## src/rtl/digit_latch_buf_if.sv

```systemverilog
// Digit bus between the counter/scaler and the display latch.
// The master drives new results and controls; the slave returns the displayed state.
interface digit_latch_buf_if #(
  parameter int DIGITS = 4,
  parameter int DW     = 5
);
  logic [DIGITS*DW-1:0] data_in;
  logic                 load;
  logic                 hold;
  logic                 clear;
  logic [DIGITS*DW-1:0] data_out;
  logic                 valid;
  logic                 pending;
  logic                 stale;
  logic [7:0]           update_cnt;

  modport master (
    output data_in, load, hold, clear,
    input  data_out, valid, pending, stale, update_cnt
  );

  modport slave (
    input  data_in, load, hold, clear,
    output data_out, valid, pending, stale, update_cnt
  );
endinterface

```

## src/rtl/digit_latch_buf.sv

```systemverilog
// Double-buffered digit latch: hold parks the newest result in a shadow,
// which is shown on release. It also tracks staleness and counts display updates.
module digit_latch_buf #(
  parameter int DIGITS       = 4,
  parameter int DW           = 5,
  parameter int STALE_CYCLES = 50_000_000
) (
  input  logic                 clk,
  input  logic                 reset,
  digit_latch_buf_if.slave     bus
);
  localparam int W  = DIGITS * DW;
  localparam int CW = $clog2(STALE_CYCLES + 1);
  localparam logic [CW-1:0] STALE_MAX = CW'(STALE_CYCLES);

  typedef enum logic [1:0] {
    ST_EMPTY = 2'd0,
    ST_LIVE  = 2'd1,
    ST_PEND  = 2'd2
  } state_t;

  state_t          r_state, w_state_next;
  logic [W-1:0]    r_display, w_display_next;
  logic [W-1:0]    r_shadow, w_shadow_next;
  logic            r_valid, w_valid_next;
  logic [CW-1:0]   r_stale_cnt, w_stale_cnt_next;
  logic [7:0]      r_update_cnt, w_update_cnt_next;
  logic            w_update;

  always_ff @(posedge clk) begin
    if (reset) begin
      r_state      <= ST_EMPTY;
      r_display    <= '0;
      r_shadow     <= '0;
      r_valid      <= 1'b0;
      r_stale_cnt  <= '0;
      r_update_cnt <= '0;
    end else begin
      r_state      <= w_state_next;
      r_display    <= w_display_next;
      r_shadow     <= w_shadow_next;
      r_valid      <= w_valid_next;
      r_stale_cnt  <= w_stale_cnt_next;
      r_update_cnt <= w_update_cnt_next;
    end
  end

  always_comb begin
    w_state_next   = r_state;
    w_display_next = r_display;
    w_shadow_next  = r_shadow;
    w_valid_next   = r_valid;
    w_update       = 1'b0;

    if (bus.clear) begin
      w_state_next   = ST_EMPTY;
      w_display_next = '0;
      w_shadow_next  = '0;
      w_valid_next   = 1'b0;
    end else begin
      unique case (r_state)
        ST_EMPTY, ST_LIVE: begin
          if (bus.load && bus.hold) begin
            w_shadow_next = bus.data_in;
            w_state_next  = ST_PEND;
          end else if (bus.load) begin
            w_display_next = bus.data_in;
            w_update       = 1'b1;
            w_state_next   = ST_LIVE;
          end
        end
        ST_PEND: begin
          if (bus.hold) begin
            if (bus.load) begin
              w_shadow_next = bus.data_in;
            end
          end else begin
            // A load coinciding with release wins over the parked shadow.
            w_display_next = bus.load ? bus.data_in : r_shadow;
            w_shadow_next  = '0;
            w_update       = 1'b1;
            w_state_next   = ST_LIVE;
          end
        end
        default: w_state_next = ST_EMPTY;
      endcase
      if (w_update) begin
        w_valid_next = 1'b1;
      end
    end
  end

  always_comb begin
    w_update_cnt_next = r_update_cnt;
    w_stale_cnt_next  = r_stale_cnt;
    if (bus.clear) begin
      w_update_cnt_next = '0;
      w_stale_cnt_next  = '0;
    end else if (w_update) begin
      w_update_cnt_next = r_update_cnt + 8'd1;
      w_stale_cnt_next  = '0;
    end else if (!r_valid) begin
      w_stale_cnt_next = '0;
    end else if (r_stale_cnt != STALE_MAX) begin
      w_stale_cnt_next = r_stale_cnt + 1'b1;
    end
  end

  assign bus.data_out   = r_display;
  assign bus.valid      = r_valid;
  assign bus.pending    = (r_state == ST_PEND);
  assign bus.stale      = r_valid && (r_stale_cnt == STALE_MAX);
  assign bus.update_cnt = r_update_cnt;
endmodule

```

## src/flat_wrapper.sv

```systemverilog
// flat-port wrapper written by rule: the top's interface ports become plain ports
module digit_latch_buf_flat 
#(
  parameter int DIGITS       = 4,
  parameter int DW           = 5,
  parameter int STALE_CYCLES = 50_000_000
)
  (clk, reset, bus_data_in, bus_load, bus_hold, bus_clear, bus_data_out, bus_valid, bus_pending, bus_stale, bus_update_cnt);
  digit_latch_buf_if #(.DIGITS(DIGITS), .DW(DW)) bus_i ();
  input  logic clk;
  input  logic reset;
  input wire logic [$bits(bus_i.data_in)-1:0] bus_data_in;
  input wire logic [$bits(bus_i.load)-1:0] bus_load;
  input wire logic [$bits(bus_i.hold)-1:0] bus_hold;
  input wire logic [$bits(bus_i.clear)-1:0] bus_clear;
  output wire logic [$bits(bus_i.data_out)-1:0] bus_data_out;
  output wire logic [$bits(bus_i.valid)-1:0] bus_valid;
  output wire logic [$bits(bus_i.pending)-1:0] bus_pending;
  output wire logic [$bits(bus_i.stale)-1:0] bus_stale;
  output wire logic [$bits(bus_i.update_cnt)-1:0] bus_update_cnt;
  assign bus_i.data_in = bus_data_in;
  assign bus_i.load = bus_load;
  assign bus_i.hold = bus_hold;
  assign bus_i.clear = bus_clear;
  assign bus_data_out = bus_i.data_out;
  assign bus_valid = bus_i.valid;
  assign bus_pending = bus_i.pending;
  assign bus_stale = bus_i.stale;
  assign bus_update_cnt = bus_i.update_cnt;
  digit_latch_buf #(.DIGITS(DIGITS), .DW(DW), .STALE_CYCLES(STALE_CYCLES)) u_core (.clk(clk), .reset(reset), .bus(bus_i));
endmodule
```

## config.mk

```make
export PLATFORM = sky130hd
export DESIGN_NAME = digit_latch_buf_flat
export DESIGN_NICKNAME = d
export VERILOG_FILES = /design/src/rtl/digit_latch_buf_if.sv /design/src/rtl/digit_latch_buf.sv /design/src/flat_wrapper.sv
export SDC_FILE = /design/constraint.sdc
export NUM_CORES = 1
export LEC_CHECK = 0
export ABC_AREA = 1
export ABC_CLOCK_PERIOD_IN_PS = 1700
export CORE_MARGIN = 8
export CORE_UTILIZATION = 23
export CTS_CLUSTER_DIAMETER = 30
export DETAILED_ROUTE_END_ITERATION = 8
export PLACE_DENSITY = 0.5
export SLEW_MARGIN = 20
export SYNTH_ARGS = -nofsm -noshare
export SYNTH_HDL_FRONTEND = slang
export SYNTH_SLANG_ARGS = --single-unit
```

## constraint.sdc

```tcl
create_clock -name clk -period 1.7 [get_ports clk]
set_input_delay 0.255 -clock clk [delete_from_list [all_inputs] [get_ports clk]]
set_output_delay 0.255 -clock clk [all_outputs]
set_load 0.02 [all_outputs]
```

==> run metrics, run 1 <==
status=finished clean; Stages on worst setup path=6; Syn. warnings=0; Worst path top cell family by delay=simple AND/OR/NAND/NOR gates; synthesis-to-finish area growth=40.4%; post-route DRC violation count=0; Max Cap Violations=0; Critical Path, Cell by Cell=inv_1 > nand2_1 > inv_1 > nand3_2 > nor4_2 > buf_4; r2r setup slk=0.17 ns; P_leak=0.00219 uW; die area=0.0219 mm2; # port buffers=55; Post-Syn Area=0.00400 mm2; worst skew pair latency=0.35 ns; Clock Skews=0.0105 ns; worst path arrival time=1.41 ns; CP bufs+invs=3; cell taking the most area after synthesis=dfxtp_1; Post-CTS Setup Inserts=0; final worst-path cycle share=97.9%; crit path capture=bus_stale; cts bufs inserted=9; fmax=0.601 GHz; post-layout net count=776; GRT Residual Overflow=0; core area=0.0172 mm2; Critical Path Most Common Cell=inv_1; Sink Count=77; min-delay worst type=reg -> reg; Flop pwr share=43.2%; CP max-delay cell=dfxtp_1; Hold Slack=0.483 ns; Worst setup EP type=primary output; Startpoint Class=register; post-detail-place hpwl=8930 um; Clock power frac=46.6%; Post-Place Cells=962; post-synthesis average cell area=6.23 um2; # H-tree levels=3; layout cells sized above 1=14.2%; RR Endpoint=u_core.r_stale_cnt[14]; switching power share of the total=25.8%; first-pass GRT wire length=20000 um; Setup crit start=u_core.r_stale_cnt[6]; max incr delay on CP=0.31 ns; Reg2Reg Depth=7; synth top area cells=dfxtp_1 39%, nor2_1 15%, nand2_1 12%, o21ai_0 8.4%, a21oi_1 6.0%; Max VDD drop=0.481 mV; Worst EP required=1.44 ns; Ports=56; Power, Total=4320 uW; reg2reg start=u_core.r_stale_cnt[0]; post-synthesis sequential area ratio=38.5%; CTS tree=built; Clock Path Buffers=2; combinational share of power=10.2%; setup tns final=0 ns; antenna diode count=0; max-slew violations=0; CP max FO=2; main flop type after synthesis=dfxtp_1; Syn Inst Count=642; critical setup path kind=reg -> out; WL final=12000 um; first-pass detailed-route iteration total=4; Fin. Hold Viols=0; Chip Height=148 um; internal cell power=3200 uW; NetSw=1120 uW; max_slew headroom=72.9%; Tmin final=1.66 ns; Worst-Margin Slew=0.405 ns; pin count of the biggest net entering global routing=41; DRT iter0 DRCs=170; via count=4210; Power Dens Cells=769 mW/mm2; post-synthesis register bit count=77; die width=148 um; Clk pin slew, worst setup/hold paths=0.07 ns; routability cong.=0.846; fin cells=978; Synth Net Count=670; vias per cell=4.30; Cell Rows=48; Placed Area=0.00528 mm2; wire length per cell=12.3 um; starting density of the core=23.3%; Total Routing Usage GR=11.4%; area share of the largest cell type after synthesis=38.5%; final setup fails=0; Root Driver=clkbuf_16; ys async rst share=0%; ANT nets after route=0; # fillers=1908; design area=0.00562 mm2; RSZ-0062 raised after global routing=true; Post-synth EDFFs=0; antenna violations before repair=0; post-synth cell types=27; vias in the first global route=4138
-- worst min path at each step --
stage / startpoint / end / cells after the start / slack, ns
2_1_floorplan: bus_hold / u_core.r_state[1] / 1 / 0.41
4_1_cts: u_core.r_state[0] / u_core.r_state[0] / 2 / 0.49
3_3_place_gp: u_core.r_state[0] / u_core.r_state[0] / 2 / 0.49
6_report: u_core.r_state[0] / u_core.r_state[0] / 2 / 0.48
3_5_place_dp: u_core.r_state[0] / u_core.r_state[0] / 2 / 0.48
5_1_grt: u_core.r_state[0] / u_core.r_state[0] / 2 / 0.51
-- tightest hold or removal path, stage by stage, from the launching register on --
cell and delay, ns:
dfxtp_1 0.32, nand2_1 0.07, a21oi_1 0.06
-- power groups by stage --
stage / clock, uW / sequential (uW) / combinational (uW)
floorplan: 0 / 1930 / 217
global placement: 0 / 1910 / 445
detailed placement: 0 / 1910 / 447
CTS: 2100 / 1870 / 448
global route: 2160 / 1870 / 491
finish: 2020 / 1870 / 439
-- flip-flops by register name, indices dropped and copies added, names as in the netlist --
register,count
u_core.r_stale_cnt,26
u_core.bus.update_cnt,8
u_core.bus.valid,1
u_core.r_state,2
u_core.r_shadow,20
u_core.bus.data_out,20
-- metrics by stage --
step	worst slack, ns	util (%)
6_report	0.0358	32.7
5_1_grt	-0.0493	32.7
4_1_cts	-0.0531	32.5
3_5_place_dp	-0.154	30.7
3_3_place_gp	-0.117	30.7
2_1_floorplan	0.0865	-
-- final cells by class --
type                       count  area, um2  area share (%)
clock buffer                   9        225            4.01
clock inverter                 7       81.3            1.45
inverter                      65        244            4.34
multi-input combinational    474       2140            38.0
sequential                    77       1540            27.5
tap                          225        282            5.01
timing repair buffer         121       1110            19.7
-- cells in the final DEF (no fill, tap or decap), types with 8 or more instances in the layout --
| master | synthesis | routed |
|---|---|---|
| buf_4 | 1 | 62 |
| nand3_1 | 19 | 18 |
| o21ai_0 | 67 | 67 |
| nor2_2 | 4 | 8 |
| inv_1 | 64 | 63 |
| dfxtp_1 | 77 | 75 |
| clkbuf_16 | 0 | 9 |
| nor3_1 | 24 | 23 |
| clkdlybuf4s50_1 | 0 | 49 |
| nand2_1 | 125 | 124 |
| a21oi_1 | 48 | 48 |
| nor2_1 | 160 | 155 |
-- Yosys cell counts, types with 2 or more instances --
cell / n
nor2_1: 160
nand2_1: 125
dfxtp_1: 77
o21ai_0: 67
inv_1: 64
a21oi_1: 48
nor3_1: 24
nand3_1: 19
buf_2: 16
clkbuf_1: 8
nand4_1: 6
nor2_2: 4
ha_1: 3
nand3_2: 3
or2_0: 3
nand2_2: 2
o21ai_1: 2
xor2_1: 2
-- per-layer routing --
layer / GRT usage [%] / up-vias / routed length [um]
li1: - / 2255 / -
met1: 13.4 / 1850 / 5450
met2: 19.1 / 89 / 5800
met3: 3.49 / 16 / 555
met4: 4.49 / 0 / 214
met5: 0 / - / 0
-- what timing repair did --
item / 4_1_cts / 5_1_grt
hold buffers: 0 / 0
endpoints found under the setup margin: 4 / 5
cloned: 0 / 0
pin swaps: 0 / 1
endpoints found under the hold margin: 0 / 0
resized for setup: 10 / 14
-- cell families after synthesis --
logic type,synth area share [%]
compound gates,14.6
xor+xnor,0.657
buf+inv,9.13
simple gates,36.1
fa+ha+maj,0.938
flops,38.5
Note: power is estimated with default switching activity, not from simulation.
==> run 2, diff against run 1 <==
- ABC_CLOCK_PERIOD_IN_PS: 1700 -> default
- SLEW_MARGIN: 20 -> 30
==> results of run 2 <==
The final DEF is identical to that of run 1; final timing and power are the same.
==> run 3, diff against run 2 <==
- CORE_MARGIN: 8 -> 2
==> run metrics, run 3 (synthesis gave the netlist of run 1 again) <==
status=finished with violations; violated checks=setup timing; hold_buf cts=0; Worst setup EP type=primary output; combinational share of power=10.1%; Top reg by flops=u_core.r_stale_cnt; post-route DRC violation count=0; Critical Path, Cell by Cell=inv_1 > ha_2 > nand4_1 > nor4_2 > buf_4; core area=0.0172 mm2; commonest non-fill, non-tap cell in the layout=nor2_1; ANT nets after route=0; Root Driver=clkbuf_16; routability cong.=0.894; P_leak=0.00215 uW; vias per cell=4.24; setup ws final=-0.0254 ns; die width=136 um; RSZ-0062 raised after global routing=true; Worst-Margin Slew=0.369 ns; Seq. cell area=0.00155 mm2; cts bufs inserted=9; Max Cap Violations=0; Clock power frac=46.6%; Ports=56; synthesis-to-finish area growth=40.1%; design area=0.00561 mm2; max incr delay on CP=0.31 ns; worst path arrival time=1.47 ns; min-delay worst type=reg -> reg; Startpoint Class=register; antenna violations before repair=0; max-slew violations=0; post-layout util=32.6%; Worst EP required=1.44 ns; via count=4142; die area=0.0185 mm2; DRT iter0 DRCs=236; Hold Slack=0.474 ns; worst skew pair latency=0.35 ns; switching power share of the total=25.6%; Chip Height=136 um; Fin. Hold Viols=0; Sink Count=77; wire length per cell=11.7 um; max_slew headroom=75.3%; NetSw=1100 uW; final worst-path cycle share=101%; post-layout net count=774; Placed Area=0.00524 mm2; CP max-delay cell=dfxtp_1; layout cells sized above 1=14.9%; area occupied by multi-input gates=0.00215 mm2; first-pass detailed-route iteration total=4; Tmin final=1.73 ns; starting density of the core=23.3%; antenna diode count=0; Largest register FFs=26; Clock Path Buffers=2; Clock Skews=0.0107 ns; post-detail-place hpwl=8580 um; critical setup path kind=reg -> out; # H-tree levels=3; CTS tree=built; # port buffers=55; # fillers=1919; pin count of the biggest net entering global routing=30; fmax=0.580 GHz; vias in the first global route=3863; Max VDD drop=0.488 mV; first-pass GRT wire length=18800 um; GRT Residual Overflow=0; WL final=11400 um; CP max FO=2; Cell Rows=48; final setup fails=1; Clk pin slew, worst setup/hold paths=0.07 ns; Power Dens Cells=768 mW/mm2; Flop pwr share=43.3%; setup tns final=-0.0254 ns; commonest non-fill, non-tap cells in the layout=156 x nor2_1, 122 x nand2_1, 71 x dfxtp_1; Total Routing Usage GR=12.9%; internal cell power=3200 uW
-- run 3: changes by cell type in the layout (fill, tap and decap cells not counted), moves of 2 or more --
cell | previous run | this run
dfxtp_2 | 2 | 6
nand2_1 | 124 | 122
inv_2 | 2 | 4
nor2_2 | 8 | 6
inv_1 | 63 | 61
dlygate4sd2_1 | 2 | 0
clkdlybuf4s50_1 | 49 | 52
dfxtp_1 | 75 | 71
-- run 3: worst paths after layout --
kind                            slack, ns  cells after the start                     end                   from
worst max register to register       0.14                      9  u_core.r_stale_cnt[20]  u_core.r_stale_cnt[0]
worst max-delay path                -0.03                      5               bus_stale  u_core.r_stale_cnt[1]
worst min-delay path                 0.47                      2       u_core.r_state[0]      u_core.r_state[0]
worst min register to register       0.47                      2       u_core.r_state[0]      u_core.r_state[0]
-- run 3: area by class of cell --
cell class,instances,area share [%]
inverter,65,4.35
clock inverter,7,1.45
clock buffer,9,4.02
tap,225,5.02
sequential,77,27.6
multi-input combinational,474,38.3
timing repair buffer,119,19.3
-- run 3: repair_timing --
| item | CTS | global route |
|---|---|---|
| pin swaps | 0 | 9 |
| setup buffers | 0 | 1 |
| gates resized for setup | 11 | 19 |
| endpoints found under the setup margin | 2 | 4 |
-- run 3: per-stage QoR --
stage / setup slack, ns / total power, uW / cells
after global routing: -0.104 / 4500 / 976
after floorplan: 0.0865 / 2140 / 642
after CTS: -0.0310 / 4390 / 975
after detailed placement: -0.266 / 2350 / 959
final: -0.0254 / 4310 / 976
after global placement: -0.261 / 2350 / 959
-- run 3: power groups by stage --
stage / logic, uW / registers [uW] / clock network [uW]
after floorplan: 217 / 1930 / 0
after global placement: 442 / 1910 / 0
after detailed placement: 443 / 1910 / 0
after CTS: 444 / 1870 / 2080
after global routing: 491 / 1870 / 2140
final: 436 / 1870 / 2010
-- run 3: critical path, delay by kind of cell (launching register included) --
| kind | cells | cell delay (ns) |
|---|---|---|
| buf+inv | 2 | 0.26 |
| flops | 1 | 0.31 |
| fa+ha+maj | 1 | 0.18 |
| simple gates | 2 | 0.39 |
-- run 3: routing by layer --
metal	GRT usage (%)	routed length, um	vias to the layer above
li1	-	-	2256
met1	16.0	5330	1819
met2	21.8	5570	60
met3	2.91	403	7
met4	4.51	134	0
met5	0	0	-
